**src/rtl/l2_pkg.sv**
```systemverilog
// Shared types and default constants for the L2 input feeder slice.
package l2_pkg;

  localparam int L2_DATA_W    = 8;
  localparam int L2_DEPTH     = 4;
  // 16 * 255^2 = 1,040,400 still fits the 20-bit downstream accumulator.
  localparam int L2_MAX_LEN   = 16;
  // Matches the latency of the downstream square/accumulate pipe.
  localparam int L2_DRAIN_CYC = 3;

  typedef enum logic [1:0] {
    ST_IDLE    = 2'd0,
    ST_STREAM  = 2'd1,
    ST_DISCARD = 2'd2,
    ST_DRAIN   = 2'd3
  } feed_state_t;

  // One queued element: the last flag rides alongside the byte.
  typedef struct packed {
    logic                 last;
    logic [L2_DATA_W-1:0] data;
  } feed_entry_t;

  localparam int L2_ENTRY_W = $bits(feed_entry_t);

endpackage

```
**src/rtl/l2_byte_fifo.sv**
```systemverilog
// Small synchronous FIFO with wrap-bit pointers and a fall-through read port.
module l2_byte_fifo
  import l2_pkg::*;
#(
  parameter int WIDTH = L2_ENTRY_W,
  parameter int DEPTH = L2_DEPTH
) (
  input  logic             clk,
  input  logic             reset,
  input  logic             wr_en,
  input  logic [WIDTH-1:0] wr_data,
  input  logic             rd_en,
  output logic [WIDTH-1:0] rd_data,
  output logic             full,
  output logic             empty
);

  localparam int AW = $clog2(DEPTH);

  // Extra MSB on each pointer separates "full" from "empty" when the
  // index bits coincide.
  logic [AW:0]      wr_ptr;
  logic [AW:0]      rd_ptr;
  logic [WIDTH-1:0] mem [DEPTH];
  logic             do_wr;
  logic             do_rd;

  assign full  = (wr_ptr[AW] != rd_ptr[AW]) && (wr_ptr[AW-1:0] == rd_ptr[AW-1:0]);
  assign empty = (wr_ptr == rd_ptr);

  // A full FIFO refuses the write even if a pop frees a slot this cycle.
  assign do_wr = wr_en && !full;
  assign do_rd = rd_en && !empty;

  assign rd_data = mem[rd_ptr[AW-1:0]];

  // Advance pointers on accepted writes and reads; wrap is natural modulo 2*DEPTH.
  always_ff @(posedge clk or negedge reset) begin
    // NOTE: sequential state uses <= so every register samples pre-edge values.
    if (!reset) begin
      wr_ptr <= '0;
      rd_ptr <= '0;
    end else begin
      if (do_wr) wr_ptr <= wr_ptr + 1'b1;
      if (do_rd) rd_ptr <= rd_ptr + 1'b1;
    end
  end

  // Storage array write port.
  always_ff @(posedge clk) begin
    // NOTE: the array is deliberately not reset; the pointers alone decide
    // which slots hold live data, and resetting RAM would block inference.
    if (do_wr) mem[wr_ptr[AW-1:0]] <= wr_data;
  end

endmodule

```
**src/rtl/l2_input_feeder.sv**
```systemverilog
// Buffers incoming vector elements and issues them one per cycle to the
// squaring/accumulating stage, enforcing a maximum vector length and
// idling for the downstream pipe depth after each vector.
module l2_input_feeder
  import l2_pkg::*;
#(
  parameter int DEPTH     = L2_DEPTH,
  parameter int MAX_LEN   = L2_MAX_LEN,
  parameter int DRAIN_CYC = L2_DRAIN_CYC
) (
  input  logic       clk,
  input  logic       reset,
  input  logic [7:0] in_data,
  input  logic       in_valid,
  input  logic       in_last,
  output logic       in_ready,
  output logic [7:0] a,
  output logic       valid_in,
  output logic       vec_last,
  output logic       vec_done,
  output logic       len_err
);

  localparam int CNT_W = $clog2(MAX_LEN) + 1;
  localparam int DRN_W = $clog2(DRAIN_CYC) + 1;

  // Index of the final element a vector may legally issue (0-based).
  localparam logic [CNT_W-1:0] LAST_IDX  = CNT_W'(MAX_LEN - 1);
  localparam logic [DRN_W-1:0] DRAIN_END = DRN_W'(DRAIN_CYC - 1);

  feed_state_t            state;
  logic [CNT_W-1:0]       elem_cnt;
  logic [DRN_W-1:0]       drain_cnt;

  feed_entry_t            wr_entry;
  feed_entry_t            rd_entry;
  logic [L2_ENTRY_W-1:0]  wr_bits;
  logic [L2_ENTRY_W-1:0]  rd_bits;
  logic                   full;
  logic                   empty;
  logic                   push;
  logic                   pop;

  assign wr_entry = '{last: in_last, data: in_data};
  assign wr_bits  = wr_entry;
  assign rd_entry = feed_entry_t'(rd_bits);

  assign in_ready = !full;
  assign push     = in_valid && in_ready;

  // Pop whenever the FSM is consuming entries (issuing or discarding).
  always_comb begin
    // NOTE: default first so every path assigns pop and no latch is inferred.
    pop = 1'b0;
    case (state)
      ST_IDLE, ST_STREAM, ST_DISCARD: pop = !empty;
      default:                        pop = 1'b0;
    endcase
  end

  l2_byte_fifo #(
    .WIDTH (L2_ENTRY_W),
    .DEPTH (DEPTH)
  ) u_fifo (
    .clk     (clk),
    .reset   (reset),
    .wr_en   (push),
    .wr_data (wr_bits),
    .rd_en   (pop),
    .rd_data (rd_bits),
    .full    (full),
    .empty   (empty)
  );

  // Feeder FSM with registered issue outputs, length counter and drain timer.
  always_ff @(posedge clk or negedge reset) begin
    if (!reset) begin
      state     <= ST_IDLE;
      elem_cnt  <= '0;
      drain_cnt <= '0;
      a         <= '0;
      valid_in  <= 1'b0;
      vec_last  <= 1'b0;
      vec_done  <= 1'b0;
      len_err   <= 1'b0;
    end else begin
      valid_in <= 1'b0;
      vec_last <= 1'b0;
      vec_done <= 1'b0;

      case (state)
        ST_IDLE, ST_STREAM: begin
          // With nothing queued, a keeps its previous value.
          if (!empty) begin
            a        <= rd_entry.data;
            valid_in <= 1'b1;
            elem_cnt <= elem_cnt + 1'b1;
            if (rd_entry.last) begin
              vec_last  <= 1'b1;
              drain_cnt <= '0;
              state     <= ST_DRAIN;
            end else if (elem_cnt == LAST_IDX) begin
              // Overlong vector: close it here and throw away the rest.
              vec_last <= 1'b1;
              len_err  <= 1'b1;
              state    <= ST_DISCARD;
            end else begin
              state <= ST_STREAM;
            end
          end
        end

        ST_DISCARD: begin
          if (!empty && rd_entry.last) begin
            drain_cnt <= '0;
            state     <= ST_DRAIN;
          end
        end

        ST_DRAIN: begin
          if (drain_cnt == DRAIN_END) begin
            vec_done <= 1'b1;
            elem_cnt <= '0;
            state    <= ST_IDLE;
          end else begin
            drain_cnt <= drain_cnt + 1'b1;
          end
        end

        default: state <= ST_IDLE;
      endcase
    end
  end

endmodule

```
**config.mk**
```make
export PLATFORM = sky130hd
export DESIGN_NAME = l2_input_feeder
export DESIGN_NICKNAME = d
export VERILOG_FILES = /design/src/rtl/l2_pkg.sv /design/src/rtl/l2_byte_fifo.sv /design/src/rtl/l2_input_feeder.sv
export SDC_FILE = /design/constraint.sdc
export NUM_CORES = 1
export LEC_CHECK = 0
export ABC_AREA = 1
export CORE_MARGIN = 10
export CORE_UTILIZATION = 50
export CTS_CLUSTER_DIAMETER = 100
export DETAILED_ROUTE_END_ITERATION = 16
export PLACE_DENSITY = 0.83
export SLEW_MARGIN = 20
export SYNTH_ARGS = -nofsm -noshare
export SYNTH_HDL_FRONTEND = slang
export SYNTH_SLANG_ARGS = --single-unit
```
**constraint.sdc**
```tcl
create_clock -name clk -period 4.2 [get_ports clk]
set_clock_uncertainty 0.05 [all_clocks]
set_input_delay 0.84 -clock clk [delete_from_list [all_inputs] [get_ports clk]]
set_output_delay 0.84 -clock clk [all_outputs]
set_load 0.02 [all_outputs]
```
# Yosys cells after proc, flatten, opt, wreduce, memory -nomap -nowiden
# Memory sizes are Yosys's and may differ from the RTL's.
# Cells that the tools add are included.
# op_classes
reduce_logical	16
mux	25
add_sub_neg	4
n_bitwise	2
n_eq_ne	13
# ops
op	n
2-to-1 mux 3 bit	4
2-to-1 mux 1 bit	11
2-to-1 mux 2 bit	5
2-to-1 mux 5 bit	2
!= test 2 bit, second input constant	5
one-hot mux 5 bit (2 select lines)	1
adder 3 x 1 -> 3 bit, second input constant	3
one-hot mux 3 bit (3 select lines)	1
AND reduction 4 bit	2
one-hot mux 2 bit (3 select lines)	1
AND reduction 3 bit	2
adder 5 x 1 -> 5 bit, second input constant	1
== test 5 x 4 -> 1 bit, second input constant	1
logical AND 1 bit	5
== test 2 bit, second input constant	2
== test 3 x 2 -> 1 bit, second input constant	1
== test 3 bit	1
OR reduction 3 bit	1
== test 2 x 1 -> 1 bit, second input constant	1
== test 2 bit	1
logical NOT 1 bit	2
logical NOT 2 bit	1
NOT 1 bit	2
AND reduction 2 bit	1
3 further kinds	3
# totals
regBits	28
in_bits	12
memories	1
wordCells	71
ramBits	36
out_inout_bits	13
# mem_list
memory	words	word_bits	read_ports	rd_clocked_by_memory_dff	write_ports	line	text
u_fifo.mem	4	9	1	0	1	l2_byte_fifo.sv:24	logic [WIDTH-1:0] mem [DEPTH];

# Longest topological paths before layout
# logic_depth
word_depth	7
ltp_mapped	11

# Modules after synthesis
# From an unflattened synthesis, not the netlist that was laid out.
# unflattened
cells_unflattened	269
area_unflattened_um2	2797.7
# modules_own_cells
mod	n_inst	area_per_inst_um2	cells_each
l2_byte_fifo	1	1771.7	147
l2_input_feeder	1	1026.0	122

# Worst setup path before layout
# No wires, ideal clock.
# synth_path
path_kind	reg-to-reg
startpoint	register u_fifo.rd_ptr[0]
endpoint	memory u_fifo.mem[0][0] in the netlist's numbering (enable)
setup_ps	374
period_less_slack_ps	1927
stages_incl_launch_ff	7
required_ps	3776
arrival_time_ps	1503
setup_slack_ps	2273
cell_sequence	dfrtp_1 > buf_4 > nand2_1 > nand2_2 > nand3b_1 > nand2_2 > nor2_1
# synth_between
elab_chain_len	7
# synth_lines
item	line	text
from (decl)	l2_byte_fifo.sv:23	logic [AW:0] rd_ptr;
from (signal assigned)	l2_byte_fifo.sv:45	if (do_rd) rd_ptr <= rd_ptr + 1'b1;
== test 2 bit *	l2_byte_fifo.sv:28	assign full = (wr_ptr[AW] != rd_ptr[AW]) && (wr_ptr[AW-1:0] == rd_ptr[AW-1:0]);
logical AND 1 bit *	l2_byte_fifo.sv:28	
logical NOT 1 bit *	l2_input_feeder.sv:48	assign in_ready = !full;
via in_ready	l2_input_feeder.sv:16	output logic in_ready,
logical AND 1 bit	l2_input_feeder.sv:49	assign push = in_valid && in_ready;
logical AND 1 bit *	l2_byte_fifo.sv:32	assign do_wr = wr_en && !full;
2-to-1 mux 1 bit *	l2_byte_fifo.sv:53	if (do_wr) mem[wr_ptr[AW-1:0]] <= wr_data;
2-to-1 mux 1 bit (implied by the code) *	l2_byte_fifo.sv:53	
to (decl)	l2_byte_fifo.sv:24	
# The timed path passes the listed nets; every way through them passes the cells marked *.

# Final worst setup path
# layout_path
startpoint	register u_fifo.rd_ptr[0]
endpoint	output port in_ready
# layout_between
elab_chain_len	3
# layout_lines
item	line
== test 2 bit	l2_byte_fifo.sv:28
logical AND 1 bit	l2_byte_fifo.sv:28
logical NOT 1 bit	l2_input_feeder.sv:48
to (decl)	l2_input_feeder.sv:16
# Every way passes these cells.

==> reports/results.tsv <==
stage	metric	value	unit
clock_tree	cts_tree	built	
run	maxCapViolations	0	
detailed_routing	vias_per_cell	5.14	
worst_setup_path	worstSetupPathType	reg -> out	
detailed_routing	drt_first_pass_iters	4	
synth	synth.distinct_cells	28	
clock_tree	cts_hold_buf	0	
detailed_routing	drt_iter0_markers	147	
layout	register_area	1780	um^2
sta	fin_crit_sh	81.4	%
layout	fillCellCount	423	
worst_setup_path	path_cells	inv_1, nand2_1, nand2_2, nand3b_1, clkdlybuf4s50_1	
global_route	grt_pass1_wl	9060	um
synth	synth_area_leaders	edfxtp_1 39%, dfrtp_1 26%, nand2_1 7.7%	
detailed_routing	drc	0	
sta	final_hold_viol_count	0	
clock_tree	cts_setup_buffers	0	
sta	rsz0062_at_grt	false	
global_route	grt_pass1_vias	1913	
worst_setup_path	reg2reg_setup_slack	1.37	ns
synth	synth_seq_cells	64	
worst_setup_path	cp_data_required_time	3.31	ns
sta	worstMarginPinSlew	0.877	ns
global_route	grt_use_total	13.3	%
global_route	grt_max_degree	29	
sta	fin_crit	3.42	ns
synth	synth_flop_cell	edfxtp_1	
place	gp_congestion	0.769	
synth	async_flop_share	43.8	%
synth	synth_top_cell_by_area	edfxtp_1	
floorplan	die_y	94.1	um
place	detailed_place_hpwl	3600	um
synth	syn_inst	249	
synth	yosysSeqAreaShare	64.9	%
clock_tree	clock_latency	0.34	ns
floorplan	ios	25	
synth	synth_top_area_share	39.4	%
pwr	p_leak	1.36	nW
hold_path	hold_class	reg -> reg	
sta	max_freq	293	MHz
clock_tree	cts_made_buffers	9	
detailed_routing	ant_nets	0	
worst_setup_path	max_stage_delay	0.73	ns
detailed_routing	wire_per_inst	15.0	um
pwr	power.density	725	nW/um^2
pwr	peakVddDrop	0.000305	V
place	post_dp_cell_area	3030	um^2
floorplan	die_area	8850	um^2
floorplan	die-width	94.1	um
synth	syn-cell-area	2740	um^2
synth	syn_nets	270	
sta	layout_setup_ws	0.782	ns
sta	slew-limit-headroom	41.4	%
clock_tree	clockBufferDepth	2	
layout	final_nets	299	
worst_setup_path	crit_path_top_delay_cell	dfrtp_1	
layout	diodes	0	
clock_tree	clock-sinks	64	
synth	ys_warn_count	0	
clock_tree	cts_root_buf	clkbuf_8	
sta	setup_violations	0	
clock_tree	clk_pin_slew	0.07	ns
synth	synth.top_cells.by_count	56 x nand2_1, 36 x edfxtp_1, 28 x dfrtp_1, 28 x nor2_1, 20 x o21ai_0	
detailed_routing	vias	1814	
place	portBuffers	24	
detailed_routing	drt_wl_total	5290	um
pwr	total_power	2.32	mW
worst_setup_path	crit_family	buffers and inverters	
global_route	grt_overflow	0	
place	dpl_worst_slack	1.15	ns
layout	fin_area	3200	um^2
global_route	grt_antenna_before_repair	0	
sta	maxSlewViolCount	0	
layout	multi_input_area	841	um^2
synth	synth_edf_count	36	
floorplan	rows	26	
floorplan	core_area	5200	um^2
clock_tree	post_cts_resized	0	
sta	setup_tns	0	ns
worst_setup_path	arrival	2.53	ns
status	status	complete, no violations	
layout	area_growth	16.5	%
synth	synthMostInstantiatedCell	nand2_1	
synth	avgSynthCellArea	11.0	um^2
layout	drive_gt1_share	9.54	%
worst_setup_path	end_kind	output port	
sta	whs	0.428	ns
clock_tree	cts_max_level	3	
worst_setup_path	start_kind	flop	
worst_setup_path	path_buf_inv	2	
floorplan	start_util	52.7	%
worst_setup_path	cp_max_fo	21	
-- cells in the final DEF, fill, tap and decap left out, drive strengths merged --
cell type / n
nor2: 29
dfrtp: 28
clkbuf: 9
o22ai: 9
edfxtp: 36
nand2: 60
nand3: 14
buf: 1
o21ai: 20
inv: 20
a21oi: 5
o21a: 1
clkdlybuf4s50: 24
ha: 9
nor3: 1
nand3b: 1
xnor2: 2
nand4: 2
clkinvlp: 2
a21o: 1
clkinv: 5
xor2: 4
-- cells by family after synthesis --
kind of cell | count (synthesis) | synth area share, %
DFF | 64 | 64.9
buffers and inverters | 27 | 4.42
AOI/OAI and AO/OA | 36 | 7.30
xor gates and xnor gates | 6 | 2.19
and+or+nand+nor | 107 | 17.1
adders and majority gates | 9 | 4.10
-- metal layers --
layer	vias up	GRT usage, %	share of wire, %
li1	893	-	-
met1	852	13.8	40
met2	56	22.5	52
met3	13	4.88	5.8
met4	0	8.10	2.6
met5	-	0	0
-- path summary, 6_finish.rpt --
| path | from | endpoint | cells past startpoint |
|---|---|---|---|
| worst min register to register | len_err | len_err | 1 |
| worst max register to register | u_fifo.rd_ptr[0] | u_fifo.mem[1][5] | 6 |
| worst min-delay path | len_err | len_err | 1 |
| worst max-delay path | u_fifo.rd_ptr[0] | in_ready | 5 |
| min in group asynchronous | reset | elem_cnt[3] | 2 |
| max in group asynchronous | reset | a[6] | 2 |
-- registers in the layout, indices dropped and copies added (netlist names) --
register and count:
vec_done 1, vec_last 1, elem_cnt 5, valid_in 1, state 2, u_fifo.rd_ptr 3, a 8, len_err 1
drain_cnt 3, u_fifo.wr_ptr 3, u_fifo.mem 36
-- report_power, final --
| group | total (mW) | switching [mW] | leakage [nW] | internal [mW] |
|---|---|---|---|---|
| Combinational | 0.877 | 0.546 | 0.596 | 0.331 |
| Sequential | 1.01 | 0.140 | 0.679 | 0.866 |
| Clock | 0.436 | 0.229 | 0.0822 | 0.207 |
-- final cells by class --
| cell class | instances | share of cell area [%] |
|---|---|---|
| sequential | 64 | 55.8 |
| multi-input combinational | 158 | 26.3 |
| timing repair buffer | 25 | 7.75 |
| clock buffer | 9 | 3.88 |
| tap | 70 | 2.74 |
| inverter | 20 | 2.35 |
| clock inverter | 7 | 1.21 |
-- stage by stage --
| stage | std cells | utilization, % |
|---|---|---|
| detailed placement | 337 | 58.3 |
| global placement | 337 | 58.3 |
| CTS | 353 | 61.4 |
| global route | 353 | 61.4 |
| floorplan | 249 | - |
| finish | 353 | 61.4 |
No activity file was read; power rests on OpenSTA's default activity.
